## src/rtl/mch_pkg.sv

```systemverilog
// Shared definitions for the Manchester frame timing path: segment codes and
// elaboration-time helpers for frame length and bit-index width.
package mch_pkg;

  typedef enum logic [1:0] {
    PH_PRE  = 2'd0,
    PH_DATA = 2'd1,
    PH_POST = 2'd2,
    PH_IDLE = 2'd3
  } phase_e;

  function automatic int total_bits(input int pre_bits, input int data_bits, input int post_bits);
    return pre_bits + data_bits + post_bits;
  endfunction

  function automatic int bit_width(input int total);
    return (total > 1) ? $clog2(total) : 1;
  endfunction

endpackage

```

## src/rtl/mch_start_sync.sv

```systemverilog
// Three-flop synchronizer for an asynchronous level input with a registered
// rising-edge pulse output. Shared by the encoder and decoder timing paths.
module mch_start_sync (
  input  logic clk,
  input  logic rst,
  input  logic i_async,
  output logic o_edge
);

  logic r_sync1;
  logic r_sync2;
  logic r_sync3;
  logic r_edge;

  // Edge pulse is registered so a launch lands on the fourth edge after the
  // input is first sampled high.
  always_ff @(posedge clk or negedge rst) begin
    if (!rst) begin
      r_sync1 <= 1'b0;
      r_sync2 <= 1'b0;
      r_sync3 <= 1'b0;
      r_edge  <= 1'b0;
    end else begin
      r_sync1 <= i_async;
      r_sync2 <= r_sync1;
      r_sync3 <= r_sync2;
      r_edge  <= r_sync2 & ~r_sync3;
    end
  end

  assign o_edge = r_edge;

endmodule

```

## src/rtl/mch_frame_timer.sv

```systemverilog
// Frame timing controller: quarter-bit divider, bit counter and segment code
// for a PRE/DATA/POST frame, with abort, looping and retrigger policy.
module mch_frame_timer
  import mch_pkg::*;
#(
  parameter int DIV       = 25,
  parameter int PRE_BITS  = 12,
  parameter int DATA_BITS = 56,
  parameter int POST_BITS = 12,
  parameter int RETRIG    = 0,
  localparam int TOTAL    = total_bits(PRE_BITS, DATA_BITS, POST_BITS),
  localparam int BIT_W    = bit_width(TOTAL)
) (
  input  logic             clk,
  input  logic             rst,
  input  logic             start,
  input  logic             abort,
  input  logic             loop,
  output logic [1:0]       phase,
  output logic [BIT_W-1:0] bit_idx,
  output logic             pls1m,
  output logic             pls2m,
  output logic             bit_stb,
  output logic             busy,
  output logic             done
);

  localparam int DIV_W = $clog2(DIV);
  localparam logic [DIV_W-1:0] QDIV_LAST  = DIV_W'(DIV - 1);
  localparam logic [DIV_W-1:0] QDIV_ONE   = DIV_W'(1);
  localparam logic [BIT_W-1:0] BIT_ONE    = BIT_W'(1);
  localparam logic [BIT_W-1:0] PRE_LAST   = BIT_W'(PRE_BITS - 1);
  localparam logic [BIT_W-1:0] DATA_LAST  = BIT_W'(PRE_BITS + DATA_BITS - 1);
  localparam logic [BIT_W-1:0] FRAME_LAST = BIT_W'(TOTAL - 1);

  phase_e           r_phase;
  logic [DIV_W-1:0] r_qdiv;
  logic [1:0]       r_qq;
  logic [BIT_W-1:0] r_bit_idx;
  logic             r_bit_stb;
  logic             r_done;

  logic w_sedge;
  logic w_busy;
  logic w_eob;
  logic w_last;
  logic w_take;

  mch_start_sync u_start_sync (
    .clk     (clk),
    .rst     (rst),
    .i_async (start),
    .o_edge  (w_sedge)
  );

  assign w_busy = (r_phase != PH_IDLE);
  assign w_eob  = (r_qdiv == QDIV_LAST) && (r_qq == 2'd3);
  assign w_last = w_eob && (r_bit_idx == FRAME_LAST);
  // A start edge launches from idle; while busy it only restarts when retrigger is enabled.
  assign w_take = w_sedge && (!w_busy || (RETRIG != 0));

  always_ff @(posedge clk or negedge rst) begin
    if (!rst) begin
      r_phase   <= PH_IDLE;
      r_qdiv    <= '0;
      r_qq      <= 2'd3;
      r_bit_idx <= '0;
      r_bit_stb <= 1'b0;
      r_done    <= 1'b0;
    end else begin
      r_bit_stb <= 1'b0;
      r_done    <= 1'b0;
      if (abort) begin
        r_phase   <= PH_IDLE;
        r_qdiv    <= '0;
        r_qq      <= 2'd3;
        r_bit_idx <= '0;
      end else if (w_take) begin
        r_phase   <= PH_PRE;
        r_qdiv    <= '0;
        r_qq      <= 2'd0;
        r_bit_idx <= '0;
        r_bit_stb <= 1'b1;
      end else if (w_busy) begin
        if (w_last) begin
          r_done    <= 1'b1;
          r_qdiv    <= '0;
          r_bit_idx <= '0;
          if (loop) begin
            r_phase   <= PH_PRE;
            r_qq      <= 2'd0;
            r_bit_stb <= 1'b1;
          end else begin
            r_phase   <= PH_IDLE;
            r_qq      <= 2'd3;
          end
        end else if (w_eob) begin
          r_qdiv    <= '0;
          r_qq      <= 2'd0;
          r_bit_idx <= r_bit_idx + BIT_ONE;
          r_bit_stb <= 1'b1;
          if (r_bit_idx == PRE_LAST) begin
            r_phase <= PH_DATA;
          end else if (r_bit_idx == DATA_LAST) begin
            r_phase <= PH_POST;
          end
        end else if (r_qdiv == QDIV_LAST) begin
          r_qdiv <= '0;
          r_qq   <= r_qq + 2'd1;
        end else begin
          r_qdiv <= r_qdiv + QDIV_ONE;
        end
      end
    end
  end

  assign phase   = r_phase;
  assign bit_idx = r_bit_idx;
  assign pls1m   = r_qq[1];
  assign pls2m   = r_qq[0];
  assign bit_stb = r_bit_stb;
  assign busy    = w_busy;
  assign done    = r_done;

endmodule

```

## config.mk

```make
export PLATFORM = sky130hd
export DESIGN_NAME = mch_frame_timer
export DESIGN_NICKNAME = d
export VERILOG_FILES = /design/src/rtl/mch_pkg.sv /design/src/rtl/mch_start_sync.sv /design/src/rtl/mch_frame_timer.sv
export SDC_FILE = /design/constraint.sdc
export NUM_CORES = 1
export LEC_CHECK = 0
export CORE_ASPECT_RATIO = 2
export CORE_MARGIN = 3
export CORE_UTILIZATION = 45
export CTS_BUF_LIST = sky130_fd_sc_hd__clkbuf_16
export DETAILED_ROUTE_END_ITERATION = 8
export PLACE_DENSITY = 0.78
export SYNTH_ARGS = -nofsm -noshare
export SYNTH_HDL_FRONTEND = slang
export SYNTH_HIERARCHICAL = 1
export SYNTH_SLANG_ARGS = --single-unit
```

## constraint.sdc

```tcl
create_clock -name clk -period 1.65 [get_ports clk]
set_input_delay 0.2475 -clock clk [delete_from_list [all_inputs] [get_ports clk]]
set_output_delay 0.2475 -clock clk [all_outputs]
set_load 0.005 [all_outputs]
```

### Word-level counts from Yosys, hierarchy flattened

Index checks and enable logic that the tools add are counted.
Widths: inputs -> output; s select.

| word-level totals | value |
|---|---|
| register bits after elaboration | 22 |
| input bits | 5 |
| output and inout port bits | 14 |
| logic and storage cells | 67 |

| cells by class | value |
|---|---|
| add/subtract/negate cells | 3 |
| equal/unequal tests | 6 |
| muxes and demuxes | 35 |
| bitwise operators | 2 |
| reduce and logical (&&, ||, !) cells | 11 |

Operators by type and width:

| kind | count |
|---|---|
| $mux 7 | 5 |
| $mux 5 | 6 |
| $mux 2 | 14 |
| $eq 7x7->1 const B | 2 |
| $mux 1 | 10 |
| $reduce_bool 5->1 | 2 |
| $add 7x1->7 const B | 1 |
| $eq 7x4->1 const B | 1 |
| $add 5x1->5 const B | 1 |
| $eq 5x5->1 const B | 1 |
| $reduce_and 2->1 | 2 |
| $reduce_bool 4->1 | 1 |
| $logic_and 1x1->1 | 3 |
| $reduce_and 3->1 | 1 |
| $reduce_bool 3->1 | 1 |
| $add 2x1->2 const B | 1 |
| $eq 2x2->1 const B | 1 |
| $ne 2x2->1 const B | 1 |
| $and 1x1->1 | 1 |
| $logic_not 1->1 | 1 |
| $not 1->1 | 1 |

### Longest topological paths before layout

Gate-level depths: netlist of the first run.

| depth | value |
|---|---|
| depth after elaboration | 8 |
| mapped depth | 7 |
| gate-level depth less buffers | 6 |

### By module

The synthesis of the first run kept the hierarchy.

Modules (own cells, without submodules):

| module | times used | cells an instance | area an instance (um^2) | sequential area each (um^2) |
|---|---|---|---|---|
| mch_frame_timer | 1 | 110 | 1069.8 | 455.4 |
| mch_start_sync | 1 | 5 | 113.9 | 100.1 |

### Least setup slack after synthesis of the first run

OpenSTA, ideal clock, no wires.

| timing path | value |
|---|---|
| kind | register to register |
| start | register r_bit_idx[0], in the netlist bit_idx[0] |
| end | register r_phase[0], in the netlist phase[0] |
| library setup time | 0.082 ns |
| arrival | 1.702 ns |
| required time | 1.568 ns |
| path slack | -0.134 ns |
| cell stages (with the launch flop) | 6 |
| buffers on the path | 0 |
| period minus slack after synthesis | 1.784 ns |
| path through | dfrtp_1 ha_1 nor3b_1 nand4_1 o21ai_0 mux2_2 |

| on the way | value |
|---|---|
| cells in the longest elaborated chain, start to end | 7 |
| elaborated cells on any way between the ends | 13 |
| those cells by class | 3 x eq/ne; 6 x mux; 4 x reduce/logical |

Ends and longest elaborated chain:

| item | line | RTL |
|---|---|---|
| start, declared | mch_frame_timer.sv:39 | `logic [BIT_W-1:0] r_bit_idx;` |
| start signal, assigned | mch_frame_timer.sv:100 | `r_bit_idx <= r_bit_idx + BIT_ONE;` |
| $eq 7x4->1 | mch_frame_timer.sv:102 | `if (r_bit_idx == PRE_LAST) begin` |
| $mux 2 | mch_frame_timer.sv:102 |  |
| $mux 2 | mch_frame_timer.sv:97 | `end else if (w_eob) begin` |
| $mux 2 | mch_frame_timer.sv:85 | `if (w_last) begin` |
| $mux 2 | mch_frame_timer.sv:84 | `end else if (w_busy) begin` |
| $mux 2 | mch_frame_timer.sv:78 | `end else if (w_take) begin` |
| $mux 2 | mch_frame_timer.sv:73 | `if (abort) begin` |
| end signal, assigned | mch_frame_timer.sv:74 | `r_phase <= PH_IDLE;` |
| end signal, assigned | mch_frame_timer.sv:79 | `r_phase <= PH_PRE;` |
| end signal, assigned | mch_frame_timer.sv:90 | `r_phase <= PH_PRE;` |
| end, declared | mch_frame_timer.sv:36 | `phase_e r_phase;` |

Several ways; a longest one is shown, not always the timed one. The select of a mux whose other input is x is not followed.
A chain may end at the register's enable or synchronous reset.

### Final worst setup path of the first run

| timing path | value |
|---|---|
| start | register r_qdiv[0] |
| end | register r_qq[1] |

| on the way | value |
|---|---|
| cells in the longest elaborated chain, start to end | 7 |
| elaborated cells on any way between the ends | 10 |
| those cells by class | 1 x eq/ne; 5 x mux; 4 x reduce/logical |

Ends and longest elaborated chain:

| item | line | RTL |
|---|---|---|
| start, declared | mch_frame_timer.sv:37 | `logic [DIV_W-1:0] r_qdiv;` |
| start signal, assigned | mch_frame_timer.sv:111 | `r_qdiv <= r_qdiv + QDIV_ONE;` |
| $eq 5x5->1 (*) | mch_frame_timer.sv:57, mch_frame_timer.sv:107 |  |
| $logic_and 1x1->1 | mch_frame_timer.sv:57 | `assign w_eob = (r_qdiv == QDIV_LAST) && (r_qq == 2'd3);` |
| $mux 2 / $logic_and 1x1->1 (equally long branches) | mch_frame_timer.sv:97, mch_frame_timer.sv:58 |  |
| $mux 2 | mch_frame_timer.sv:85 |  |
| $mux 2 | mch_frame_timer.sv:84 |  |
| $mux 2 | mch_frame_timer.sv:78 |  |
| $mux 2 | mch_frame_timer.sv:73 |  |
| end signal, assigned | mch_frame_timer.sv:109 | `r_qq <= r_qq + 2'd1;` |
| end, declared | mch_frame_timer.sv:38 | `logic [1:0] r_qq;` |

Every way passes the cells marked *; elsewhere a longest branch is shown, timed or not. The select of a mux whose other input is x is not followed.

==> results of run 1 <==
-- cells by family after synthesis --
group                    synth area share, %
multiplexers                           3.488
adder cells (fa/ha/maj)                4.228
AND/OR/NAND/NOR                        17.86
buffers and inverters                  5.179
XOR/XNOR                               3.700
flip-flops                             46.93
AO/OA/AOI/OAI                          18.61
-- registers in the layout, summed over array words and instances, names as in the netlist --
| name | count |
|---|---|
| u_start_sync/r_sync1 | 1 |
| u_start_sync/r_sync2 | 1 |
| phase | 2 |
| done | 1 |
| u_start_sync/o_edge | 1 |
| bit_idx | 7 |
| r_qdiv | 5 |
| r_qq | 2 |
| u_start_sync/r_sync3 | 1 |
| bit_stb | 1 |
-- per-stage QoR --
stage | setup TNS [ns] | hold slack, ns | power, uW | utilization [%] | std cells
after CTS | -0.1348 | 0.3554 | 1346 | 70.41 | 189
after floorplan | -0.1042 | -0.04809 | 694.6 | - | 115
after detailed placement | -0.8496 | 0.3459 | 821.7 | 64.87 | 182
after global routing | -1.268 | 0.3630 | 1406 | 72.36 | 190
final | -0.3022 | 0.3402 | 1352 | 72.36 | 190
after global placement | -0.5332 | 0.3370 | 813.2 | 64.87 | 182
-- cell usage after synthesis (all sizes together) (3+ instances only) --
master	count
a21oi	9
mux2i	3
nand4	3
o21ai	6
dfstp	4
ha	4
buf	5
inv	5
xor2	4
o31ai	4
nor2	8
nand2	8
nand3	5
dfrtp	18
-- power groups by stage --
stage	logic (uW)	clock network, uW	registers [uW]
after floorplan	98.4	0	596
after global placement	224	0	589
after detailed placement	232	0	590
after CTS	241	524	581
after global routing	275	548	584
final	251	519	582
-- layout make-up --
type | count | share of cell area, %
Inverter | 5 | 1.205
Timing Repair Buffer | 50 | 24.88
Clock buffer | 3 | 4.252
Clock inverter | 1 | 0.2126
Tap cell | 27 | 1.914
Sequential cell | 22 | 31.54
Multi-Input combinational cell | 82 | 36.00
-- routing by layer --
layer | wire length [um] | global-route usage [%]
met5 | 0 | 0
met4 | 120 | 12.15
met3 | 108 | 4.128
met2 | 1801 | 37.16
met1 | 1126 | 20.91
-- final timing paths --
kind                                            from              endpoint  slack [ns]  depth (start not counted)
worst max-delay path                       r_qdiv[0]               r_qq[1]       -0.08                          8
worst min-delay path                             rst            bit_idx[0]        0.34                          2
worst max register to register             r_qdiv[0]               r_qq[1]       -0.08                          8
worst min register to register  u_start_sync/r_sync1  u_start_sync/r_sync2        0.36                          0
max in group asynchronous                        rst              phase[0]        1.03                          2
min in group clk                u_start_sync/r_sync1  u_start_sync/r_sync2        0.36                          0
-- repair_timing --
item / CTS / global route
buffers inserted: 3 / 1
gates resized for setup: 17 / 10
setup endpoints to repair: 15 / 14
hold buffers: 0 / 0
pin swaps: 4 / 1
-- worst max-delay path: cells and delay by family, from the launching register on --
kind | cells | cell delay, ns
buffers and inverters | 3 | 0.33
AOI/OAI and AO/OA | 2 | 0.51
DFF | 1 | 0.35
adders and majority gates | 1 | 0.18
and+or+nand+nor | 2 | 0.29
==> flow_summary.yaml, run 1 <==
power_and_ir_drop:
  total_leakage_power_uw: 0.0007868
  comb_power_share_pct: 18.6
  power_density_nw_per_um2: 765.8
  power_frac_seq_pct: 43.0
  switchingPower_uw: 332.1
  ir_drop_v: 0.0007953
  p_clk_share_pct: 38.4
  switching_share_pct: 24.57
  p_int_uw: 1020
critical_path:
  critPathCaptureType: "flip-flop"
  critPathLaunchType: "flip-flop"
  crit_chain: "inv_2 -> ha_1 -> and4b_1 -> buf_6 -> buf_4 -> a21oi_2 -> nor2_1 -> a221o_1"
  critPathMaxStageDelay_ns: 0.35
  arrival_ns: 1.92
  cp.required_ns: 1.83
  crit_type: "reg -> reg"
  crit_slowest_cell: "dfrtp_1"
  critPathMaxFanout: 7
grt:
  grt_max_degree: 23
  grt_util_all_layers_pct: 20.61
  gr-total-overflow: 0
  grt_pass1_wl_um: 5154
  antenna_found_initial: 0
  grt_pass1_vias: 1146
die:
  dieArea_sq_um: 3319
  die_x_um: 42.27
  fp-row-count: 25
  initial_core_util_pct: 48.51
  coreArea_sq_um: 2440
  die_height_um: 78.53
  io_pins: 19
logic_synthesis:
  syn_nets: 124
  syn-instance-count: 115
  synth_edf_count: 0
  netlist_top_cells_area: "dfrtp_1, dfstp_2, ha_1"
  synth.largest_area_cell: "dfrtp_1"
  synth_top_flop_cell: "dfrtp_1"
  synth-seq-cells: 22
  ys_seq_area_share_pct: 46.93
  post_synth_num_cell_types: 38
  avgSynthCellArea_sq_um: 10.29
  mappedNetlistArea_sq_um: 1184
  ys_warn_count: 6
  synth_async_sr_flop_share_pct: 100.0
  yosysTopAreaCellShare_pct: 38.05
place:
  place.gp.congestion: 0.9013
  dpl_cell_area_sq_um: 1583
  dp_hpwl_um: 2201
  dp_slack_ns: -0.1208
  portBuffers: 18
clock_tree:
  clkLatencyLatePin_ns: 0.26
  cts_htree_levels: 1
  cts-buffers-inserted: 3
  cts_root_buf: "clkbuf_16"
  clockBufferDepth: 2
  cts.sinks: 22
  cts_tree: "yes"
  path_clk_slew_ns: 0.06
routing:
  viasPerCell: 5.721
  vias: 1087
  drc: 0
  finalWirelength_um: 3156
  post_drt_wl_per_cell_um: 16.61
  drt-pass1-iter-count: 5
  drtIter0Drc: 20
  ant_nets: 0
sta:
  finalClockSkew_ns: 0.0007951
  worstMarginPinSlew_ns: 0.3539
  worst_slack_ns: -0.08480
  setup_viol_count_final: 7
  drv_slew: 0
  fin_crit_ns: 1.735
  slew_headroom_pct: 76.30
  max_freq_mhz: 576.4
  hold_viol: 0
  rsz0062_at_grt: "yes"
  fin_crit_sh_pct: 105.1
min_path:
  hold_path_class: "in -> async"
outcome:
  run_status: "complete, but fails checks"
  violations: "negative setup slack"
layout:
  drive_gt1_share_pct: 37.42
  ff_latch_area_sq_um: 556.8
  nFillCells: 180
  multi_input_area_sq_um: 635.6
  diodes: 0
  final_nets: 173
  final_cell_mix: "buf_4, dfrtp_1, clkdlybuf4s50_1"
  final_common_cell: "buf_4"
  syn_to_final_growth_pct: 49.15
  stdcell_area_sq_um: 1765
run:
  maxCapViolCount: 0
Note: power is estimated with default switching activity, not from simulation.
==> run 2: changes to the inputs <==
Settings changed: CORE_ASPECT_RATIO 2 to 1.4, REMOVE_ABC_BUFFERS set to 1.
==> run 2 against run 1 <==
The run still ends with negative setup slack left. Worst setup slack got worse by 0.10 ns. Fmax shrank 5.7%. Global-route usage grew 1.5 points. Via count increased by 3.8%. Sequential power about the same. Utilization rose by 2.5 points. Non-clock buffer count grew 2. Combinational power grew 4%. Cell count rose by 4.7%. Largest power group is now clock.
==> flow_summary.yaml, run 2 (synthesis gave the netlist of run 1 again) <==
sta:
  fin_tns_setup_ns: -0.8675
  drv_slew: 0
  hold_ws_ns: 0.3453
  finalClockSkew_ns: 0.003442
  fin_crit_sh_pct: 111.5
  hold_viol: 0
  max_freq_mhz: 543.7
  worstMarginPinSlew_ns: 0.3394
  worst_slack_ns: -0.1893
  setup_viol_count_final: 10
  fin_crit_ns: 1.839
  rsz0062_at_grt: "yes"
  slew_headroom_pct: 77.37
power_and_ir_drop:
  ir_drop_v: 0.0007414
  total_leakage_power_uw: 0.0008002
  power_density_nw_per_um2: 834.7
  power_uw: 1527
grt:
  antenna_found_initial: 0
  gr-total-overflow: 0
  grt_util_all_layers_pct: 22.15
  grt_pass1_vias: 1208
  grt_max_degree: 23
  grt_pass1_wl_um: 5395
layout:
  fin_cells: 199
  largest_register_ffs: 7
  multi_input_area_sq_um: 661.9
  final_nets: 175
  final_common_cell: "buf_4"
  drive_gt1_share_pct: 42.42
  final_cell_mix: "buf_4, dfrtp_1, clkdlybuf4s50_1"
  final_util_pct: 74.86
  nFillCells: 178
  diodes: 0
  syn_to_final_growth_pct: 54.55
  ff_latch_area_sq_um: 556.8
die:
  initial_core_util_pct: 48.44
  dieArea_sq_um: 3290
  fp-row-count: 21
  die_x_um: 49.35
  die_height_um: 66.68
  coreArea_sq_um: 2444
  io_pins: 19
routing:
  drtIter0Drc: 30
  drc: 0
  highest_layer: "met4"
  wl_met2_um: 1853
  ant_nets: 0
  post_drt_wl_per_cell_um: 17.19
  viasPerCell: 5.668
  drt-pass1-iter-count: 4
  wl_met1_um: 1271
  finalWirelength_um: 3420
  met3_length_um: 135
  vias: 1128
clock_tree:
  cts_htree_levels: 1
  path_clk_slew_ns: 0.06
  cts_root_buf: "clkbuf_16"
  cts.sinks: 22
  cts_tree: "yes"
  cts-buffers-inserted: 3
  clkLatencyLatePin_ns: 0.26
  clockBufferDepth: 2
critical_path:
  startpoint: "r_qdiv[1]"
  cp.required_ns: 1.83
  rr_worst_depth: 6
  critPathMaxFanout: 7
  arrival_ns: 2.02
  critPathCaptureType: "flip-flop"
  critPathLaunchType: "flip-flop"
  rr_startpoint: "r_qdiv[1]"
  crit_type: "reg -> reg"
place:
  place.gp.congestion: 0.7942
  dp_cells: 194
  portBuffers: 18
  dp_hpwl_um: 2294
outcome:
  violations: "negative setup slack"
  run_status: "complete, but fails checks"
run:
  maxCapViolCount: 0
min_path:
  hold_path_class: "in -> async"
run 2: changes by cell type in the layout (fill, tap and decap cells not counted), moves of 2 or more:
cell / delta
nand3_2: +2
or3_4: -2
ha_1: -2
ha_2: +2
buf_4: +3
nand3_1: -2
or3_2: +2
run 2: path summary, 6_finish.rpt:
check | to | slack [ns]
max in group asynchronous | r_qq[0] | 1.03
hold / removal | r_qdiv[4] | 0.35
setup / recovery | bit_idx[5] | -0.19
min in group clk | u_start_sync/r_sync2 | 0.35
hold reg to reg | u_start_sync/r_sync2 | 0.35
setup reg to reg | bit_idx[5] | -0.19
run 2: what timing repair did:
| item | 4_1_cts | 5_1_grt |
|---|---|---|
| gates cloned | 0 | 0 |
| setup endpoints to repair | 15 | 15 |
| pin swaps | 6 | 8 |
| hold buffers | 0 | 0 |
| resized for setup | 20 | 14 |
| setup buffers | 1 | 1 |
run 2: critical path: stages (launching register included):
cell     delay (ns)
dfrtp_1        0.39
inv_1          0.06
ha_2           0.15
and4b_2        0.32
a31oi_4        0.14
or4_4          0.57
a21oi_2        0.14
run 2: where the power goes:
group / switching (uW) / total (uW) / internal, uW
sequential: 15.1 / 584 / 569
combinational: 130 / 262 / 132
clock: 199 / 681 / 482
total: 344 / 1530 / 1180
run 2: metal layers:
layer  vias to the layer above  track usage, %
met1                       548           21.03
met5                         -               0
li1                        523               -
met2                        39           43.46
met3                        18           2.685
met4                         0           14.95
run 2: layout make-up:
type	count	share of cell area [%]
inverters	5	1.163
clock buffers	3	4.104
flip-flops and latches	22	30.44
multi-input cells	82	36.18
clock inverters	1	1.642
well taps	34	2.326
repair buffers	52	24.15
run 2: through the flow:
step | setup WS (ns) | instance area (sq um)
detailed placement | -0.2012 | 1612
finish | -0.1893 | 1829
floorplan | -0.1504 | 1141
global placement | -0.08456 | 1612
global route | -0.2425 | 1829
CTS | -0.1409 | 1778
